--- src/rtl/div_pkg.sv ---
// Shared types for the sequential restoring divider.
package div_pkg;

  // Controller states: IDLE waits for start, RUN does one quotient bit per
  // cycle, DONE presents the result for exactly one cycle.
  typedef enum logic [1:0] {
    IDLE = 2'd0,
    RUN  = 2'd1,
    DONE = 2'd2
  } div_state_e;

endpackage

--- src/rtl/sub_n.sv ---
// Parameterised ripple-borrow subtractor: diff = x - y, borrow set when x < y.
module sub_n #(
  parameter int n = 5
) (
  input  logic [n-1:0] x,
  input  logic [n-1:0] y,
  output logic [n-1:0] diff,
  output logic         borrow
);

  logic [n:0] bw;

  assign bw[0] = 1'b0;

  // One full-subtractor cell per bit; the borrow ripples from LSB to MSB.
  generate
    for (genvar gi = 0; gi < n; gi++) begin : g_bit
      assign diff[gi]   = x[gi] ^ y[gi] ^ bw[gi];
      assign bw[gi + 1] = (~x[gi] & y[gi]) | (~(x[gi] ^ y[gi]) & bw[gi]);
    end
  endgenerate

  assign borrow = bw[n];

endmodule

--- src/rtl/div_seq_n.sv ---
// Sequential restoring divider: one (m+1)-bit trial subtraction per cycle,
// dividend MSB first. All outputs come straight from registers.
module div_seq_n
  import div_pkg::*;
#(
  parameter int m = 4
) (
  input  logic         clk,
  input  logic         rst,
  input  logic         start,
  input  logic [m-1:0] a,
  input  logic [m-1:0] b,
  output logic         busy,
  output logic         done,
  output logic [m-1:0] q,
  output logic [m-1:0] r,
  output logic         dbz
);

  localparam int            CW       = $clog2(m);
  localparam logic [CW-1:0] CNT_LOAD = CW'(m - 1);

  div_state_e    state_q, state_d;
  logic [CW-1:0] cnt_q, cnt_d;
  // Dividend shifts out of the top while quotient bits shift in at the bottom,
  // so after m steps this register holds the quotient.
  logic [m-1:0]  dvd_q, dvd_d;
  logic [m-1:0]  dvs_q, dvs_d;
  logic [m-1:0]  rem_q, rem_d;
  logic [m-1:0]  q_q, q_d;
  logic [m-1:0]  r_q, r_d;
  logic          dbz_q, dbz_d;
  logic          busy_q, busy_d;
  logic          done_q, done_d;

  logic [m:0]    trial;
  logic [m:0]    diff;
  logic          borrow;
  logic [m-1:0]  rem_step;
  logic [m-1:0]  quo_step;
  logic          unused_diff_msb;

  // Partial remainder with the next dividend bit appended.
  assign trial = {rem_q, dvd_q[m-1]};

  sub_n #(
    .n(m + 1)
  ) u_sub (
    .x     (trial),
    .y     ({1'b0, dvs_q}),
    .diff  (diff),
    .borrow(borrow)
  );

  // On borrow the trial value is restored; either way the kept value is < b,
  // so its top bit is always zero and can be dropped.
  assign rem_step        = borrow ? trial[m-1:0] : diff[m-1:0];
  assign quo_step        = {dvd_q[m-2:0], ~borrow};
  assign unused_diff_msb = diff[m];

  // State register.
  always_ff @(posedge clk or posedge rst) begin
    if (rst) begin
      state_q <= IDLE;
    end else begin
      state_q <= state_d;
    end
  end

  // Datapath and output registers.
  always_ff @(posedge clk or posedge rst) begin
    if (rst) begin
      cnt_q  <= '0;
      dvd_q  <= '0;
      dvs_q  <= '0;
      rem_q  <= '0;
      q_q    <= '0;
      r_q    <= '0;
      dbz_q  <= 1'b0;
      busy_q <= 1'b0;
      done_q <= 1'b0;
    end else begin
      cnt_q  <= cnt_d;
      dvd_q  <= dvd_d;
      dvs_q  <= dvs_d;
      rem_q  <= rem_d;
      q_q    <= q_d;
      r_q    <= r_d;
      dbz_q  <= dbz_d;
      busy_q <= busy_d;
      done_q <= done_d;
    end
  end

  // Next-state logic and next values for the datapath; results only move
  // into q/r/dbz on entry to DONE so they stay stable between divisions.
  always_comb begin
    state_d = state_q;
    cnt_d   = cnt_q;
    dvd_d   = dvd_q;
    dvs_d   = dvs_q;
    rem_d   = rem_q;
    q_d     = q_q;
    r_d     = r_q;
    dbz_d   = dbz_q;
    case (state_q)
      IDLE: begin
        if (start) begin
          if (b != '0) begin
            dvd_d   = a;
            dvs_d   = b;
            rem_d   = '0;
            cnt_d   = CNT_LOAD;
            state_d = RUN;
          end else begin
            q_d     = '1;
            r_d     = a;
            dbz_d   = 1'b1;
            state_d = DONE;
          end
        end
      end
      RUN: begin
        rem_d = rem_step;
        dvd_d = quo_step;
        if (cnt_q == '0) begin
          q_d     = quo_step;
          r_d     = rem_step;
          dbz_d   = 1'b0;
          state_d = DONE;
        end else begin
          cnt_d = cnt_q - 1'b1;
        end
      end
      DONE: begin
        state_d = IDLE;
      end
      default: begin
        state_d = IDLE;
      end
    endcase
    busy_d = (state_d == RUN);
    done_d = (state_d == DONE);
  end

  assign busy = busy_q;
  assign done = done_q;
  assign q    = q_q;
  assign r    = r_q;
  assign dbz  = dbz_q;

endmodule

--- config.mk ---
export PLATFORM = sky130hd
export DESIGN_NAME = div_seq_n
export DESIGN_NICKNAME = d
export VERILOG_FILES = /design/src/rtl/div_pkg.sv /design/src/rtl/sub_n.sv /design/src/rtl/div_seq_n.sv
export SDC_FILE = /design/constraint.sdc
export NUM_CORES = 1
export LEC_CHECK = 0
export CAP_MARGIN = 5
export CELL_PAD_IN_SITES_DETAIL_PLACEMENT = 1
export CELL_PAD_IN_SITES_GLOBAL_PLACEMENT = 2
export CORE_MARGIN = 4
export CORE_UTILIZATION = 34
export DETAILED_ROUTE_END_ITERATION = 8
export GPL_TIMING_DRIVEN = 0
export PLACE_DENSITY = 0.77
export SYNTH_ARGS = -nofsm -noshare
export SYNTH_HDL_FRONTEND = slang
export SYNTH_SLANG_ARGS = --single-unit
--- constraint.sdc ---
create_clock -name clk -period 3 [get_ports clk]
set_input_delay 0.75 -clock clk [delete_from_list [all_inputs] [get_ports clk]]
set_output_delay 0.75 -clock clk [all_outputs]
set_load 0.01 [all_outputs]
# --- Yosys cells after proc, flatten, opt, wreduce, memory -nomap -nowiden ---
# Index checks and enable logic that the tools add are counted.
totals:
  ff_bits: 27
  inputBits: 11
  wordCells: 81
classes:
  add_sub_neg: 1
  n_eq_ne: 8
  n_mux: 27
  bitwise: 27
  n_reduce_logical: 8
ops:
  columns: ["op", "count"]
  rows:
  - ["2-to-1 mux 4 bit", 11]
  - ["case mux 4 bit (2 select lines)", 4]
  - ["2-to-1 mux 2 bit", 6]
  - ["inequality test 2 bit (second input constant)", 5]
  - ["inverter 1 bit", 9]
  - ["AND 1 bit", 8]
  - ["case mux 2 bit (2 select lines)", 2]
  - ["AND reduction 4 bit", 2]
  - ["XOR 1 bit", 7]
  - ["AND reduction 3 bit", 2]
  - ["== test 2 x 1 -> 1 bit (second input constant)", 2]
  - ["zero test 2 bit", 2]
  - ["nonzero test 4 bit", 1]
  - ["2-to-1 mux 1 bit", 3]
  - ["bitwise OR 1 bit", 3]
  - ["== test 2 bit (second input constant)", 1]
  - ["case mux 1 bit (2 select lines)", 1]
  - ["nonzero test 2 bit", 1]
  - ["subtractor 2 x 1 -> 2 bit (second input constant)", 1]

# --- Longest topological paths before layout ---
# Gate-level depths: netlist of run 1.
logic_depth:
  word_depth: 12
  ltp_mapped: 9
  ltp_nobuf: 9

# --- Modules after synthesis ---
# From an unflattened synthesis of run 1, not the netlist that was laid out.
hier_totals:
  cells_unflattened: 134
  hier_area_um2: 1390.1
modules_own_cells:
  columns: ["mod", "n_inst", "cells_each", "area_per_inst_um2", "seq_area_each_um2"]
  rows:
  - ["div_seq_n", 1, 117, 1252.5, 675.6]
  - ["sub_n", 1, 17, 137.6, 0.0]

# --- Worst setup path after synthesis of run 1 ---
# Ideal clock, no wire load.
synth_path:
  path_kind: "register to register"
  start: "register dvd_q[3]"
  end: "register r_q[0] (netlist: r[0])"
  t_arrival_ns: 2.310
  path_slack_ns: 0.611
  stages_incl_launch_ff: 10
  path_buffers: 0
  period_less_slack_ns: 2.389
  cell_sequence: "dfrtp_1 > inv_1 > ha_1 > fa_1 > fa_1 > fa_1 > nor3b_1 > a211oi_1 > a21oi_1 > mux2i_1"
synth_between:
  elab_chain_len: 12
  word_cells_on_any_way: 13
  classes_between: "mux: 3; bitwise: 10"
synth_rtl:
  columns: ["element", "line_no", "text"]
  rows:
  - ["from (decl)", "div_seq_n.sv:27", "logic [m-1:0] dvd_q, dvd_d;"]
  - ["from (signal assigned)", "div_seq_n.sv:84", "dvd_q <= dvd_d;"]
  - ["inverter 1 bit", "sub_n.sv:19", "assign bw[gi + 1] = (~x[gi] & y[gi]) | (~(x[gi] ^ y[gi]) & bw[gi]);"]
  - ["AND 1 bit (2 in a row)", "sub_n.sv:19", null]
  - ["bitwise OR 1 bit", "sub_n.sv:19", null]
  - ["AND 1 bit", "sub_n.sv:19", null]
  - ["bitwise OR 1 bit", "sub_n.sv:19", null]
  - ["AND 1 bit", "sub_n.sv:19", null]
  - ["bitwise OR 1 bit", "sub_n.sv:19", null]
  - ["AND 1 bit", "sub_n.sv:19", null]
  - ["2-to-1 mux 4 bit (*)", "div_seq_n.sv:57", "assign rem_step = borrow ? trial[m-1:0] : diff[m-1:0];"]
  - ["2-to-1 mux 4 bit (*)", "div_seq_n.sv:126", "if (cnt_q == '0) begin"]
  - ["case mux 4 bit (2 select lines) (*)", "div_seq_n.sv:106", "case (state_q)"]
  - ["to (signal assigned)", "div_seq_n.sv:88", "r_q <= r_d;"]
  - ["to (decl)", "div_seq_n.sv:31", "logic [m-1:0] r_q, r_d;"]
# Every way passes the cells marked *; elsewhere a longest branch is shown, timed or not. The select of a mux whose other input is x is not followed.
# A chain may end at the register's enable or synchronous reset.

# --- Worst setup path in the final report of run 1 ---
layout_path:
  start: "register dvd_q[3]"
  end: "register r_q[2] (netlist: r[2])"
layout_between:
  elab_chain_len: 12
  word_cells_on_any_way: 13
  classes_between: "mux: 3; bitwise: 10"
layout_rtl:
  columns: ["element", "line_no"]
  rows:
  - ["inverter 1 bit (*)", "sub_n.sv:19"]
  - ["AND 1 bit (*) (2 in a row)", "sub_n.sv:19"]
  - ["bitwise OR 1 bit (*)", "sub_n.sv:19"]
  - ["AND 1 bit", "sub_n.sv:19"]
  - ["bitwise OR 1 bit", "sub_n.sv:19"]
  - ["AND 1 bit", "sub_n.sv:19"]
  - ["bitwise OR 1 bit", "sub_n.sv:19"]
  - ["AND 1 bit", "sub_n.sv:19"]
  - ["2-to-1 mux 4 bit (*)", "div_seq_n.sv:57"]
  - ["2-to-1 mux 4 bit (*)", "div_seq_n.sv:126"]
  - ["case mux 4 bit (2 select lines) (*)", "div_seq_n.sv:106"]
# Marked as above.

==> results.txt, run 1 <==
* Number of vias after detailed routing: 892
- DRT Wirelength: ~2.6 mm
- P_leak: a little over 0.7 nW
- In the final layout, the share of cells above drive strength 1 is ~14%.
* Antenna-violating nets left: 0
* Setup repair after global routing missed its margin: no
- dfrtp_1 takes more of the synthesized area than any other cell.
- Number of port buffers: 21
- Async SR Flop Fraction: 100%
- At the pin with the least slew margin, the transition time is just over 1000 ps.
- Number of max-slew violations in the final report: 0
- In this run the standard cell core region covers between 3000 and 4000 µm².
- The detailed router put a total of roughly 1.3 mm of wire on met1.
- The worst setup path is captured at a flop.
- Relative area change from synthesis to final layout: 24.3%
- Power density normalized to cell area: ~1100 nW/µm²
* Largest stage delay on the critical path: between 400 and 500 ps
- In this run the worst path has a maximum fanout of 5.
- CP max stage cell: fa_1
* Count of nets after finishing: 151
- After synthesis, the netlist uses 27 different library cells.
* Area of all sequential standard cells: ~680 µm²
- The die is approximately 70 µm wide.
* Maximum VDD drop: slightly below 0.0004 V
* Metal2 WL: between 1 and 1.5 mm
- Sequential-to-total area share from yosys stat: between 50% and 60%
* Most common flop cell mapped by yosys: dfrtp_1
- Global placement routability congestion: between 0.7 and 0.8
- Counting the fill cells in the layout gives 423.
- The number of hold-slack violations in the final timing report came to 0.
- Across the run, the number of max-cap violations was 0.
* Maximum frequency from static timing analysis: ~0.37 GHz
- After global routing the overflow that remains totals 0.
- The routed design uses 84 µm of met3 wire.
* Hold-fix buffers at CTS: 0
- The first global-routing pass estimated about 4.6 mm of wire.
* Register-to-register path setup slack: ~280 ps
* Wire length per cell after detailed routing: roughly 14 µm
- Die span in y: about 70 µm
* Die footprint: around 4900 µm²
- Global routing used roughly an eighth of the available tracks.
* Clock H-tree levels: 1
- Post-CTS timing repair inserted 0 buffers for setup.
- The worst path uses between 90% and 100% of the clock period.
- The clock passes through at most 2 buffers.
- Count of flip-flops with a built-in enable after synthesis: 0
* Average footprint of a synthesized cell: between 10 and 15 µm²
- Data required time at the worst endpoint: roughly 3200 ps
* Top sig layer: met4
- When the netlist entered floorplanning its net count stood at roughly 130.
* HPWL after detailed placement: about 2 mm
- For this design, the sink count on the clock tree is 27.
- First-pass iteration count of the detailed router: 4
- The repair_antennas step left the layout with diodes totalling 0.
- Shortest period the worst path allows: about 2700 ps
* Number of antenna violations at the first check in global routing: 0
- Dividing the detail-routed via count by the number of cells gives 4.90.
- Summing all placed instances gives a cell area of between 1500 and 2000 µm².
* Final worst clock skew: 6.05 ps
- Post-Synthesis Cells: between 100 and 150
- Summing all non-filler instances in the final layout gives an area of approximately 1600 µm².
- Portion of synthesized cell area occupied by the leading cell type: between 50 and 60%
* Clock Pin Slew Worst Setup and Hold Paths: 100 ps
* Vias in the first global route: around 930
* CP top delay family: adder cells
- Gates resized, CTS repair: 0
* Final Total Pwr: roughly 1.8 mW
- Maximum number of pins on one net before global-route repair: 28
- Setup violations remaining at the end of the flow were counted as 0.
* Worst hold-check path type: flop to flop
* Data arrival, critical path: around 2900 ps
* Crit path kind: flop to flop
* Initial cell density of the core: a little over a third
- Clock Latency Late Sink: about 280 ps
- Total CTS buffers: 3
- For this design the top-level I/O count stands at 22.
- The flow ran to the end, and the final reports show no timing, DRC or antenna violations.
* Most common cell after layout, fill and taps aside: dfrtp_1
* Area used by multi-input combinational logic: approximately 560 µm²
* CP startpoint kind: flop
- Final worst setup slack: about 280 ps
- After routing, the total negative slack on setup checks comes to 0 ps.
- In this run the tightest slew margin relative to its limit is about a third.
- Traced cell by cell, the critical path runs through inv_1 > ha_1 > fa_1 > fa_1 > fa_1 > nor3b_1 > a211oi_1 > a21oi_1 > mux2i_1.
* Crit path buf inv count: 1
- Cell area after synthesis: about 1300 µm²
- The most numerous cell type found on the critical path is fa_1.
- Commonest cells after routing, fill and taps aside: 27 x dfrtp_1, 21 x clkdlybuf4s50_1, 12 x inv_1
- For this block, the initial DRC count from the detailed router was 20.
- For this run, design rule violations remaining after detail routing come to 0.
- The initialized floorplan defines 22 standard-cell rows.
- At the placement stage, the worst setup path has a slack of 298 ps.
* Top post-synthesis cells by area: dfrtp_1 52%, mux2i_1 6.9%, fa_1 4.6%
- The Yosys step of the flow raised 0 warnings.
* TritonCTS clock tree: done
- Counting flops and latches in the post-synthesis netlist gives 27.
- Root buffer cell: clkbuf_8
metal layers:
metal | vias up | global-route usage [%]
met5 | - | 0
met4 | 0 | 5.11
met3 | 5 | 2.45
met2 | 16 | 18.3
met1 | 448 | 15.6
li1 | 423 | -
report_power, final:
part	switching [mW]	leakage [nW]	internal, mW
Sequential	0.126	0.319	0.544
Combinational	0.432	0.364	0.467
Clock	0.117	0.0255	0.0932
through the flow:
step	hold slack (ps)	instances	util, %
floorplan	471	109	-
global placement	474	178	42.6
detailed placement	480	178	42.6
CTS	503	182	43.9
global route	530	182	43.9
finish	496	182	43.9
state kept, by name (all words and copies together) (netlist names), 2 cells and up:
name and count:
rem_q 4, cnt_q 2, state_q 2, r 4
dvs_q 4, q 4, dvd_q 4
final timing paths:
kind,start,to,depth (start not counted)
min in group asynchronous,rst,dvd_q[2],2
min,dbz,dbz,1
max in group asynchronous,rst,dvd_q[3],2
max reg2reg,dvd_q[3],r[2],9
max,dvd_q[3],r[2],9
min reg2reg,dbz,dbz,1
synth_stat cells, drive strengths merged (2+ instances only):
master  number
o21ai        3
a211oi       4
nand2        5
ha           2
fa           3
mux2i        9
dfrtp       27
a21oi        9
o22a         3
nand2b       2
mux2         4
nor3         2
inv         12
clkbuf       2
or2          2
nor2         4
a21o         4
nor3b        5
final cells by class:
| type | count | area share [%] |
|---|---|---|
| Inverter | 12 | 2.78 |
| Tap cell | 48 | 3.71 |
| Clock inverter | 1 | 0.309 |
| Buffer | 3 | 1.16 |
| Sequential cell | 27 | 41.7 |
| Timing Repair Buffer | 21 | 13.0 |
| Multi-Input combinational cell | 67 | 34.8 |
| Clock buffer | 3 | 2.55 |
kinds of logic (layout without fill, tap and decap cells):
| family | count (synthesis) | after routing | share of synthesized area (%) |
|---|---|---|---|
| adder cells (fa/ha/maj) | 5 | 5 | 6.53 |
| AND/OR/NAND/NOR | 24 | 24 | 12.7 |
| multiplexers | 13 | 13 | 10.4 |
| buffers and inverters | 15 | 40 | 4.90 |
| flip-flops | 27 | 27 | 51.9 |
| AO/OA/AOI/OAI | 24 | 24 | 13.0 |
| XOR/XNOR | 1 | 1 | 0.673 |
Power figures use the tool's default switching activity.
==> inputs of run 2 (changes only) <==
--- a/config.mk
+++ b/config.mk
@@ -11,7 +11,7 @@
 export CORE_MARGIN = 4
 export CORE_UTILIZATION = 34
 export DETAILED_ROUTE_END_ITERATION = 8
-export GPL_TIMING_DRIVEN = 0
+export GPL_TIMING_DRIVEN = 1
 export PLACE_DENSITY = 0.77
 export SYNTH_ARGS = -nofsm -noshare
 export SYNTH_HDL_FRONTEND = slang
==> results.txt, run 2 (same netlist as run 1, synthesis figures left out) <==
- 22 I/O pins were placed.
- CP startpoint kind: flop
- Portion of the clock cycle consumed by the worst path in the final layout: 88.0%
- Post-placement setup slack: 392 ps
- Transition time at the pin with the least slew margin: 717 ps
* Vias in the first global route: between 900 and 1,000
* Worst hold-check path type: flop to flop
* Number of antenna violations at the first check in global routing: 0
* Worst slew margin: between 50% and 60%
- First-pass iteration count of the detailed router: 2
- Of all nets on the critical path, the largest fanout is 5.
* Area of all sequential standard cells: about 680 µm²
* Area of the placeable core: 3690 µm²
* Area used by multi-input combinational logic: approximately 560 µm²
- Maximum number of buffers from clock root to sink: 2
* Root buffer cell: clkbuf_8
- Data arrival, critical path: 2840 ps
- Input and output buffers added on the ports amount to 21.
* Most common cell after layout, fill and taps aside: dfrtp_1
- Wire length per cell after detailed routing: about 15 µm
- Shortest period the worst path allows: between 2000 and 3000 ps
- At the end of routability-driven placement, the weighted congestion stood at 0.747.
* Met2 global-route usage: between 20% and 30%
- For this block, the initial DRC count from the detailed router was 38.
- Among the stages of the critical path, the cell type that occurs most often is fa_1.
- Power density normalized to cell area: around 1100 nW/µm²
* DRT Wirelength: roughly 2.7 mm
- Cells fill between 40 and 50% of the core in the end.
- Clock Latency Late Sink: between 200 and 300 ps
- HPWL after detailed placement: around 2.1 mm
- CTS saw 27 sinks.
- The worst setup path is of the flop to flop kind.
* Final Hold Viols: 0
- Area of placed instances: approximately 1600 µm²
* Initial cell density of the core: about a third
- Hold-fix buffers at CTS: 0
- The first global-routing pass estimated 4.67 mm of wire.
* Accumulated negative setup slack: 0 ps
- Via count normalized by instance count: between 4 and 5
- Residual DRC count: 0
* Overall die width: 69.9 µm
- After routing the design area is ~1600 µm².
- From bottom edge to top edge, the die measures 69.9 µm.
- Count of final setup violators: 0
- Final worst clock skew: around 3.0 ps
- Most Used Layer, Global Route: met2
* Core Rows: 22
* Setup repair after global routing missed its margin: no
* P_leak: between 0.7 and 0.8 nW
- Maximum number of pins on one net before global-route repair: 28
- Hold timing on the final database bottoms out at a slack of between 400 and 500 ps.
- CP max stage cell: fa_1
* Maximum VDD drop: about 0.00050 V
- Max capacitance violation total: 0
- Clock-pin slew was measured on the worst setup and hold paths at ~100 ps.
- Die footprint: between 4000 and 5000 µm²
- For this run, the top clock speed supported by timing is approximately 0.38 GHz.
- Setup fix buffers added after clock tree synthesis: 0
* Antenna-violating nets left: 0
* Largest stage delay on the critical path: about 440 ps
* Status: finished clean
- The number of antenna diodes in the final layout is 0.
- Buffers inserted during clock tree synthesis total 3.
- Global routing consumed, on the met3 layer, 4.03% of the routing resources.
- Post-CTS repair changed the size of 0 cells.
* Number of vias after detailed routing: between 800 and 900
- Overall routing resource usage: between 10% and 20%
- Relative area change from synthesis to final layout: 23.6%
* Count of nets after finishing: 149
* Final worst setup slack: about 360 ps
* Count of fill cells added during filler insertion: slightly above 400
- The worst setup path is captured at a flop.
- The post-route netlist has 14.4% of its cells at a drive strength greater than 1.
- After global routing the overflow that remains totals 0.
- GRT met1 Usage: 15.1%
* TritonCTS clock tree: done
* Number of max-slew violations in the final report: 0
- Cells along the critical path: inv_1 > ha_1 > fa_1 > fa_1 > fa_1 > nor3b_1 > a211oi_1 > a21oi_1 > mux2i_1
- At the worst endpoint, the required time is 3200 ps.
* Clock H-tree levels: 1
* Commonest cells after routing, fill and taps aside: 27 x dfrtp_1, 21 x clkdlybuf4s50_1, 12 x inv_1
==> run 2: cell types whose count changed in the layout (fill, tap and decap cells not counted) <==
cell	before	now
clkinv_2	1	0
buf_4	0	1
clkbuf_1	2	0
clkinvlp_4	0	1
buf_6	1	0
==> run 2: layout make-up <==
type,count,share of cell area (%)
flip-flops and latches,27,42.0
multi-input cells,67,35.0
repair buffers,22,13.5
well taps,48,3.73
inverters,12,2.80
clock buffers,3,2.56
clock inverters,1,0.466
==> run 2: worst max-delay path, delay by kind of cell, from the launching register on <==
family | cells | cell delay, ps
compound gates | 2 | 410
fa+ha+maj | 4 | 1420
flops | 1 | 380
simple gates | 1 | 170
buf+inv | 1 | 60
mux | 1 | 140
==> run 2: final timing paths <==
| path | startpoint | endpoint | slack (ps) | cells past startpoint |
|---|---|---|---|---|
| worst max-delay path | dvd_q[3] | r[3] | 360 | 9 |
| worst min-delay path | q[2] | q[2] | 500 | 1 |
| worst max register to register | dvd_q[3] | r[3] | 360 | 9 |
| worst min register to register | q[2] | q[2] | 500 | 1 |
| max in group asynchronous | rst | r[3] | 1910 | 3 |
| min in group asynchronous | rst | done | 830 | 3 |
==> run 2: power by group <==
group          internal, mW  switching (mW)
registers             0.544           0.135
clock network        0.0944           0.118
logic                 0.456           0.425
==> run 2: metrics by stage <==
stage / total power [mW] / std cells
3_5_place_dp: 1.59 / 176
3_3_place_gp: 1.56 / 176
4_1_cts: 1.81 / 180
6_report: 1.77 / 180
5_1_grt: 1.94 / 180
2_1_floorplan: 1.27 / 109
==> run 2: per-layer routing <==
metal,part of all wire (%),vias to the layer above
li1,-,417
met1,45,428
met2,50,13
met3,4.1,2
met4,0.77,0
met5,0,-
==> inputs of run 3 (changes only) <==
--- a/config.mk
+++ b/config.mk
@@ -5,7 +5,6 @@
 export SDC_FILE = /design/constraint.sdc
 export NUM_CORES = 1
 export LEC_CHECK = 0
-export CAP_MARGIN = 5
 export CELL_PAD_IN_SITES_DETAIL_PLACEMENT = 1
 export CELL_PAD_IN_SITES_GLOBAL_PLACEMENT = 2
 export CORE_MARGIN = 4
==> results of run 3 <==
Final layout, timing and power as in run 2 (identical DEF).
